[src/rtl/accel_pkg.sv]
// accel_pkg: shared constants, FSM states and shift helper for the contrast stretch accelerator
package accel_pkg;
  localparam int IMG_WORDS = 25344;
  localparam int ADDR_W = 16;
  localparam int PIX_PER_WORD = 4;
  typedef enum logic [2:0] {IDLE, SCAN, DRAIN, CALC, RD, WR, DONE} state_t;
  // Left shift that brings the MSB of the range up to bit 7; a zero range gets no shift.
  function automatic logic [2:0] shift_of(input logic [7:0] r);
    shift_of = 3'd0;
    for (int k = 0; k < 8; k++)
      if (r[k]) shift_of = 3'(7 - k);
  endfunction
endpackage

[src/rtl/contrast_stretch_accel_if.sv]
// contrast_stretch_accel_if: start/finish handshake plus single-port image RAM bus
interface contrast_stretch_accel_if;
  import accel_pkg::*;
  logic start;
  logic finish;
  logic en;
  logic we;
  logic [ADDR_W-1:0] addr;
  logic [31:0] dataW;
  logic [31:0] dataR;
  modport master (input start, dataR, output finish, en, we, addr, dataW);
  modport slave (output start, dataR, input finish, en, we, addr, dataW);
endinterface

[src/rtl/minmax4.sv]
// minmax4: folds the four bytes of a packed word into a running min/max
module minmax4
  import accel_pkg::*;
(
  input  logic [31:0] word,
  input  logic [7:0]  mn,
  input  logic [7:0]  mx,
  output logic [7:0]  new_mn,
  output logic [7:0]  new_mx
);
  always_comb begin
    new_mn = mn;
    new_mx = mx;
    for (int j = 0; j < PIX_PER_WORD; j++) begin
      new_mn = word[8*j+:8] < new_mn ? word[8*j+:8] : new_mn;
      new_mx = word[8*j+:8] > new_mx ? word[8*j+:8] : new_mx;
    end
  end
endmodule

[src/rtl/contrast_stretch_accel.sv]
// contrast_stretch_accel: two-pass power-of-two contrast stretch over the packed image RAM
module contrast_stretch_accel #(
  parameter int IMG_WORDS = accel_pkg::IMG_WORDS
) (
  input  logic clk,
  input  logic reset,
  contrast_stretch_accel_if.master bus
);
  import accel_pkg::*;
  localparam logic [14:0] LAST = 15'(IMG_WORDS - 1);
  localparam logic [ADDR_W-1:0] OUT_BASE = ADDR_W'(IMG_WORDS);
  state_t state, next;
  logic [14:0] i;
  logic [7:0] mn, mx, fold_mn, fold_mx;
  logic [2:0] s;
  logic last;
  logic [31:0] stretched;
  assign last = i == LAST;
  minmax4 u_fold (
    .word(bus.dataR),
    .mn(mn),
    .mx(mx),
    .new_mn(fold_mn),
    .new_mx(fold_mx)
  );
  always_ff @(posedge clk)
    state <= reset ? IDLE : next;
  // A SCAN cycle folds the word read in the cycle before, so i==0 has nothing to fold yet.
  always_ff @(posedge clk) begin
    if (reset) begin
      i  <= '0;
      mn <= 8'hff;
      mx <= '0;
      s  <= '0;
    end else begin
      case (state)
        IDLE, DONE: if (bus.start) begin
          i  <= '0;
          mn <= 8'hff;
          mx <= '0;
        end
        SCAN: begin
          if (!last) i <= i + 15'd1;
          if (i != '0) begin
            mn <= fold_mn;
            mx <= fold_mx;
          end
        end
        DRAIN: begin
          mn <= fold_mn;
          mx <= fold_mx;
        end
        CALC: begin
          s <= shift_of(mx - mn);
          i <= '0;
        end
        WR: if (!last) i <= i + 15'd1;
        default: ;
      endcase
    end
  end
  always_comb begin
    stretched = '0;
    for (int j = 0; j < PIX_PER_WORD; j++)
      stretched[8*j+:8] = 8'((bus.dataR[8*j+:8] - mn) << s);
  end
  always_comb begin
    next = state;
    case (state)
      IDLE, DONE: next = bus.start ? SCAN : state;
      SCAN:       next = last ? DRAIN : SCAN;
      DRAIN:      next = CALC;
      CALC:       next = RD;
      RD:         next = WR;
      WR:         next = last ? DONE : RD;
      default:    next = IDLE;
    endcase
  end
  assign bus.en     = state == SCAN || state == RD || state == WR;
  assign bus.we     = state == WR;
  assign bus.addr   = state == WR ? OUT_BASE + ADDR_W'(i) :
                      (state == SCAN || state == RD) ? ADDR_W'(i) : '0;
  assign bus.dataW  = state == WR ? stretched : '0;
  assign bus.finish = state == DONE;
endmodule

[src/flat_wrapper.sv]
// flat-port wrapper written by rule: the top's interface ports become plain ports
module contrast_stretch_accel_flat import accel_pkg::*;
#(
  parameter int IMG_WORDS = accel_pkg::IMG_WORDS
)
  (clk, reset, bus_start, bus_dataR, bus_finish, bus_en, bus_we, bus_addr, bus_dataW);
  contrast_stretch_accel_if bus_i ();
  input  logic clk;
  input  logic reset;
  input wire logic [$bits(bus_i.start)-1:0] bus_start;
  input wire logic [$bits(bus_i.dataR)-1:0] bus_dataR;
  output wire logic [$bits(bus_i.finish)-1:0] bus_finish;
  output wire logic [$bits(bus_i.en)-1:0] bus_en;
  output wire logic [$bits(bus_i.we)-1:0] bus_we;
  output wire logic [$bits(bus_i.addr)-1:0] bus_addr;
  output wire logic [$bits(bus_i.dataW)-1:0] bus_dataW;
  assign bus_i.start = bus_start;
  assign bus_i.dataR = bus_dataR;
  assign bus_finish = bus_i.finish;
  assign bus_en = bus_i.en;
  assign bus_we = bus_i.we;
  assign bus_addr = bus_i.addr;
  assign bus_dataW = bus_i.dataW;
  contrast_stretch_accel #(.IMG_WORDS(IMG_WORDS)) u_core (.clk(clk), .reset(reset), .bus(bus_i));
endmodule
[config.mk]
export PLATFORM = sky130hd
export DESIGN_NAME = contrast_stretch_accel_flat
export DESIGN_NICKNAME = d
export VERILOG_FILES = /design/src/rtl/accel_pkg.sv /design/src/rtl/contrast_stretch_accel_if.sv /design/src/rtl/minmax4.sv /design/src/rtl/contrast_stretch_accel.sv /design/src/flat_wrapper.sv
export SDC_FILE = /design/constraint.sdc
export NUM_CORES = 1
export LEC_CHECK = 0
export CORE_MARGIN = 4
export CORE_UTILIZATION = 35
export DETAILED_ROUTE_END_ITERATION = 12
export PLACE_DENSITY = 0.65
export SYNTH_ARGS = -nofsm -noshare
export SYNTH_HDL_FRONTEND = slang
export SYNTH_SLANG_ARGS = --single-unit
[constraint.sdc]
create_clock -name clk -period 10.3 [get_ports clk]
set_clock_uncertainty 0.2 [all_clocks]
set_input_delay 1.545 -clock clk [delete_from_list [all_inputs] [get_ports clk]]
set_output_delay 1.545 -clock clk [all_outputs]
set_load 0.02 [all_outputs]
==> impl_metrics.yaml, run 1 <==
outcome:
  status: "complete, no violations"
placed_design:
  place.gp.congestion: 0.959
  port_buffers: 85
  dp_cells: 1117
  place_area_um2: 7280
  dp_hpwl_mm: 16.0
setup_path:
  crit_slowest_cell: "clkdlybuf4s50_1"
  timing.rr.end: "u_core.mn[7]$_SDFFE_PP1P_"
  cp.required_ns: 10.28
  end_kind: "flop"
  critPathLaunchType: "input pin"
  rr_startpoint: "u_core.mn[1]$_SDFFE_PP1P_"
  timing.reg2reg.setup_slack_ns: 1.88
  critPathMaxStageDelay_ns: 0.48
  critPathLaunch: "bus_dataR[0]"
  crit_type: "in2reg"
  crit_fanout: 10
  arrival_ns: 9.64
  crit_end: "u_core.mn[7]$_SDFFE_PP1P_"
  r2r.worst_path.cells: 29
  cpMostUsedCell: "a21o_1"
layout:
  layout.cells.most_common: "nor2_1"
  postLayoutCellArea_um2: 7440
  final_cell_mix: "nor2_1, ha_1, clkdlybuf4s50_1"
  n_fill_cell: 1784
  syn2layout_area_growth_pct: 19.7
  drive_above_1_share_pct: 6.99
  nets: 1033
  utilization_pct: 42.9
  fin_cells: 1126
  antennaDiodeCount: 0
timing:
  drv_slew: 0
  timing.fmax_ghz: 0.104
  worst_pin_slew_ns: 0.800
  rsz0062_at_grt: "false"
  final.setup.tns_ns: 0
  setup_viol: 0
  post-route-min-period_ns: 9.66
  slew_headroom_pct: 46.6
  fin_crit_sh_pct: 93.8
  finalHoldViolCount: 0
yosys:
  synth-edff-count: 0
  avgSynthCellArea_um2: 7.48
  synth_area_um2: 6220
  yosysSeqAreaShare_pct: 11.9
  synth_fp_nets: 964
  syn_inst: 831
  netlist-cell-type-count: 75
  synthArstFlopShare_pct: 0
  yosys_warnings: 0
  synth_seq_cells: 37
  synth_flop_cell: "dfxtp_1"
routing:
  drc: 0
  first_pass_iters: 6
  vias_per_cell: 5.68
  dr.first_iter.drc_count: 420
  wl_per_cell_um: 17.4
  wl_mm: 19.6
  vias: 6401
  antenna_left: 0
floorplanning:
  die_w_um: 141
  ios: 86
  rows: 48
  die_height_um: 141
  start_util_pct: 35.8
  core-area_um2: 17400
  dieArea_um2: 20000
hold_path:
  hold_class: "reg2reg"
  hp-start: "u_core.mn[5]$_SDFFE_PP1P_"
  hold_depth: 2
clock_tree:
  cts_root_buf: "clkbuf_16"
  cts_sinks: 37
  clk_path_buf_depth: 2
  cts_max_level: 2
  hold_buffers: 0
  clk_pin_slew_ns: 0.06
  insertion_delay_ns: 0.29
  cts-buffers-inserted: 5
  cts_tree: "built"
power:
  p_seq_share_pct: 20.7
  p_clk_share_pct: 19.2
  p_leak_nw: 3.18
  p_int_w: 0.000451
  p_per_area_nw_per_um2: 106
  swShare_pct: 42.9
  peakVddDrop_mv: 0.0693
  combPwrFrac_pct: 60.1
  switchingPower_w: 0.000339
global_route:
  use_met3_pct: 2.70
  grt_use_met2_pct: 33.2
  grt_max_degree: 34
  busiest_layer: "met2"
  grt_pass1_vias: 5946
  grt_pass1_wl_mm: 31.3
  grt_use_total_pct: 19.3
  antenna_found_initial: 0
  grt.overflow.total: 0
  use_met1_pct: 24.9
run:
  maxCapViolations: 0
[sequential cells by signal (all words and copies together), names as in the netlist]
| register | count |
|---|---|
| u_core.i | 15 |
| u_core.mx | 8 |
| u_core.state | 3 |
| u_core.s | 3 |
| u_core.mn | 8 |
[cell usage after synthesis (all sizes together), types with 17 or more instances]
cell type / count / area share [%]
nor2: 106 / 6.4
ha: 93 / 19
a21oi: 67 / 5.4
inv: 65 / 3.9
nand2: 62 / 3.7
o21ai: 55 / 4.5
dfxtp: 37 / 12
mux2: 27 / 5.3
xnor2: 27 / 3.8
clkbuf: 22 / 1.3
nand3: 22 / 1.8
nor2b: 17 / 1.7
[final cells by class]
class / count / area (µm²) / area share [%]
multi-input cells: 697 / 5120 / 68.8
repair buffers: 92 / 903 / 12.1
flip-flops and latches: 37 / 741 / 9.95
well taps: 225 / 282 / 3.78
inverters: 67 / 251 / 3.38
clock buffers: 5 / 125 / 1.68
clock inverters: 3 / 17.5 / 0.235
[through the flow]
step | setup WS [ns] | hold WS, ns | total power (W)
2_1_floorplan | 1.40 | 0.276 | 0.000504
3_5_place_dp | 0.180 | 0.287 | 0.000631
4_1_cts | 0.398 | 0.303 | 0.000784
5_1_grt | 0.0772 | 0.325 | 0.000851
3_3_place_gp | 0.424 | 0.291 | 0.000625
6_report | 0.638 | 0.306 | 0.000790
[critical path: cells and delay by family]
| kind | cells | cell delay (ns) |
|---|---|---|
| AO/OA/AOI/OAI | 15 | 3.97 |
| buffers and inverters | 5 | 1.10 |
| multiplexers | 2 | 0.72 |
| adder cells (fa/ha/maj) | 5 | 1.36 |
| AND/OR/NAND/NOR | 5 | 0.95 |
[metal layers]
metal	up-vias	routed length, µm
met5	-	0
met4	0	621
met1	2989	8250
li1	3156	-
met3	44	1230
met2	212	9530
[power by group through the flow]
stage | Combinational, W | Sequential [W] | Clock (W)
2_1_floorplan | 0.000344 | 0.000160 | 0
3_3_place_gp | 0.000459 | 0.000166 | 0
3_5_place_dp | 0.000465 | 0.000166 | 0
4_1_cts | 0.000468 | 0.000163 | 0.000153
5_1_grt | 0.000528 | 0.000164 | 0.000159
6_report | 0.000475 | 0.000163 | 0.000152
[what timing repair did]
action	4_1_cts	5_1_grt
endpoints found under the setup margin	0	7
resized for setup	0	2
buffers inserted	0	1
[kinds of logic after synthesis]
| group | synth area share (%) |
|---|---|
| and+or+nand+nor | 21.4 |
| AOI/OAI and AO/OA | 24.9 |
| adders and majority gates | 20.3 |
| buffers and inverters | 5.87 |
| muxes | 9.68 |
| xor gates and xnor gates | 5.91 |
| DFF | 11.9 |
[worst min path at each step]
stage                                      to
floorplan           u_core.mn[2]$_SDFFE_PP1P_
global placement    u_core.mn[3]$_SDFFE_PP1P_
detailed placement  u_core.mn[5]$_SDFFE_PP1P_
CTS                 u_core.mn[5]$_SDFFE_PP1P_
global route        u_core.mn[2]$_SDFFE_PP1P_
finish              u_core.mn[5]$_SDFFE_PP1P_
Power figures use the tool's default switching activity.
==> run 2, diff against run 1 <==
--- a/config.mk
+++ b/config.mk
@@ -6,9 +6,9 @@
 export NUM_CORES = 1
 export LEC_CHECK = 0
 export CORE_MARGIN = 4
-export CORE_UTILIZATION = 35
+export CORE_UTILIZATION = 40
 export DETAILED_ROUTE_END_ITERATION = 12
-export PLACE_DENSITY = 0.65
+export PLACE_DENSITY = 0.71
 export SYNTH_ARGS = -nofsm -noshare
 export SYNTH_HDL_FRONTEND = slang
 export SYNTH_SLANG_ARGS = --single-unit
==> run 2 against run 1 <==
  * Combinational power decreased by 2%
  * Die area decreased by 12%
  * Maximum frequency increased by 0.40%
  * Critical endpoint unchanged
  * Sequential power about the same
  * Register-to-register slack got worse by 0.08 ns
  * Non-clock buffer count increased by 1
  * Wire length decreased by 6.1%
  * Sequential share of layout area about the same
  * First-iteration DRC count increased by 38%
  * Setup slack improved by 0.038 ns
  * Via count decreased by 1.4%
  * Sequential cell count unchanged
==> impl_metrics.yaml, run 2 (same netlist as run 1, synthesis figures left out) <==
timing:
  drv_slew: 0
  fin_crit_sh_pct: 93.4
  finalHoldViolCount: 0
  setup_viol: 0
  worst_pin_slew_ns: 0.728
  final.setup.tns_ns: 0
  slew_headroom_pct: 51.4
  timing.fmax_ghz: 0.104
  post-route-min-period_ns: 9.62
  whs_ns: 0.305
  rsz0062_at_grt: "false"
setup_path:
  timing.reg2reg.setup_slack_ns: 1.80
  arrival_ns: 9.60
  critPathLaunch: "bus_dataR[0]"
  cp.required_ns: 10.28
  crit_fanout: 12
  rr_startpoint: "u_core.mn[0]$_SDFFE_PP1P_"
  crit_type: "in2reg"
  timing.rr.end: "u_core.mn[7]$_SDFFE_PP1P_"
  cpMostUsedCell: "a21o_1"
  end_kind: "flop"
  critPathLaunchType: "input pin"
  crit_end: "u_core.mn[7]$_SDFFE_PP1P_"
  crit_slowest_cell: "a221oi_1"
  r2r.worst_path.cells: 30
  critPathMaxStageDelay_ns: 0.47
floorplanning:
  die_w_um: 133
  core-area_um2: 15200
  start_util_pct: 40.9
  dieArea_um2: 17600
  rows: 45
  die_height_um: 133
  ios: 86
routing:
  dr.first_iter.drc_count: 578
  vias_per_cell: 5.79
  wl_mm: 18.4
  antenna_left: 0
  drc: 0
  first_pass_iters: 5
  vias: 6309
  wl_per_cell_um: 16.9
layout:
  top_register: "u_core.i"
  drive_above_1_share_pct: 7.10
  largest_reg_flops: 15
  final_cell_mix: "nor2_1, ha_1, clkdlybuf4s50_1"
  syn2layout_area_growth_pct: 19.8
  nets: 1034
  layout.cells.most_common: "nor2_1"
  reg_top3: "u_core.i x15, u_core.mn x8, u_core.mx x8"
  antennaDiodeCount: 0
clock_tree:
  cts-buffers-inserted: 5
  clk_path_buf_depth: 2
  cts_max_level: 2
  cts_root_buf: "clkbuf_16"
  clk_pin_slew_ns: 0.05
  cts_tree: "built"
  insertion_delay_ns: 0.28
  cts_sinks: 37
power:
  p_int_w: 0.000501
  combPwrFrac_pct: 56.2
  p_seq_share_pct: 19.8
  p_clk_share_pct: 23.9
  peakVddDrop_mv: 0.0763
  switchingPower_w: 0.000326
  p_per_area_nw_per_um2: 111
  p_leak_nw: 3.21
  swShare_pct: 39.4
  power_w: 0.000827
run:
  maxCapViolations: 0
global_route:
  grt_pass1_vias: 5904
  grt.overflow.total: 0
  grt_pass1_wl_mm: 30.0
  grt_max_degree: 34
  grt_use_total_pct: 20.4
  antenna_found_initial: 0
outcome:
  status: "complete, no violations"
placed_design:
  dp_hpwl_mm: 15.0
  port_buffers: 85
  place.gp.congestion: 0.891
hold_path:
  hold_class: "reg2reg"
run 2: cell types whose count changed in the layout (fill, tap and decap cells not counted), sizes merged:
cell / previous run / this run
bufinv: 0 / 2
buf: 7 / 8
clkinv: 4 / 3
clkinvlp: 1 / 0
run 2: layout make-up:
type	instances	area (µm²)
Multi-Input combinational cell	697	5120
Clock buffer	5	125
Fill cell	1500	7750
Clock inverter	3	65.1
Tap cell	188	235
Timing Repair Buffer	93	911
Inverter	67	251
Sequential cell	37	741
run 2: stage by stage:
stage | utilization, % | cell area (µm²) | instances | setup WS, ns
6_report | 49.0 | 7450 | 1090 | 0.676
3_5_place_dp | 47.6 | 7240 | 1080 | 0.127
4_1_cts | 48.9 | 7430 | 1088 | 0.383
5_1_grt | 49.0 | 7450 | 1090 | 0.115
2_1_floorplan | - | 6220 | 831 | 1.40
3_3_place_gp | 47.6 | 7240 | 1080 | 0.413
run 2: worst min-delay path by stage:
stage                                    from                        end  slack, ns  depth (start not counted)
CTS                 u_core.mn[3]$_SDFFE_PP1P_  u_core.mn[3]$_SDFFE_PP1P_       0.31                          2
global placement    u_core.mn[2]$_SDFFE_PP1P_  u_core.mn[2]$_SDFFE_PP1P_       0.30                          2
global route        u_core.mn[5]$_SDFFE_PP1P_  u_core.mn[5]$_SDFFE_PP1P_       0.35                          2
finish              u_core.mn[3]$_SDFFE_PP1P_  u_core.mn[3]$_SDFFE_PP1P_       0.31                          2
floorplan           u_core.mn[2]$_SDFFE_PP1P_  u_core.mn[2]$_SDFFE_PP1P_       0.28                          2
detailed placement  u_core.mn[5]$_SDFFE_PP1P_  u_core.mn[5]$_SDFFE_PP1P_       0.29                          2
run 2: power by group through the flow:
stage,combinational [W],clock (W),sequential (W)
2_1_floorplan,0.000344,0,0.000160
3_3_place_gp,0.000445,0,0.000167
3_5_place_dp,0.000453,0,0.000167
4_1_cts,0.000455,0.000199,0.000164
5_1_grt,0.000521,0.000209,0.000165
6_report,0.000465,0.000198,0.000164
run 2: routing by layer:
layer,track usage (%),wire [µm]
met2,32.0,8020
met1,28.6,8480
met4,6.00,443
met5,0,0
met3,3.76,1490
run 2: repair_timing:
action,CTS,global route
buffers inserted,0,2
hold buffers,0,0
gates resized for setup,0,1
setup endpoints to repair,0,8
run 2: worst max-delay path, delay by kind of cell:
kind	cells	cell delay (ns)
simple gates	6	1.06
fa+ha+maj	5	1.45
compound gates	15	3.97
buf+inv	4	0.85
mux	2	0.72
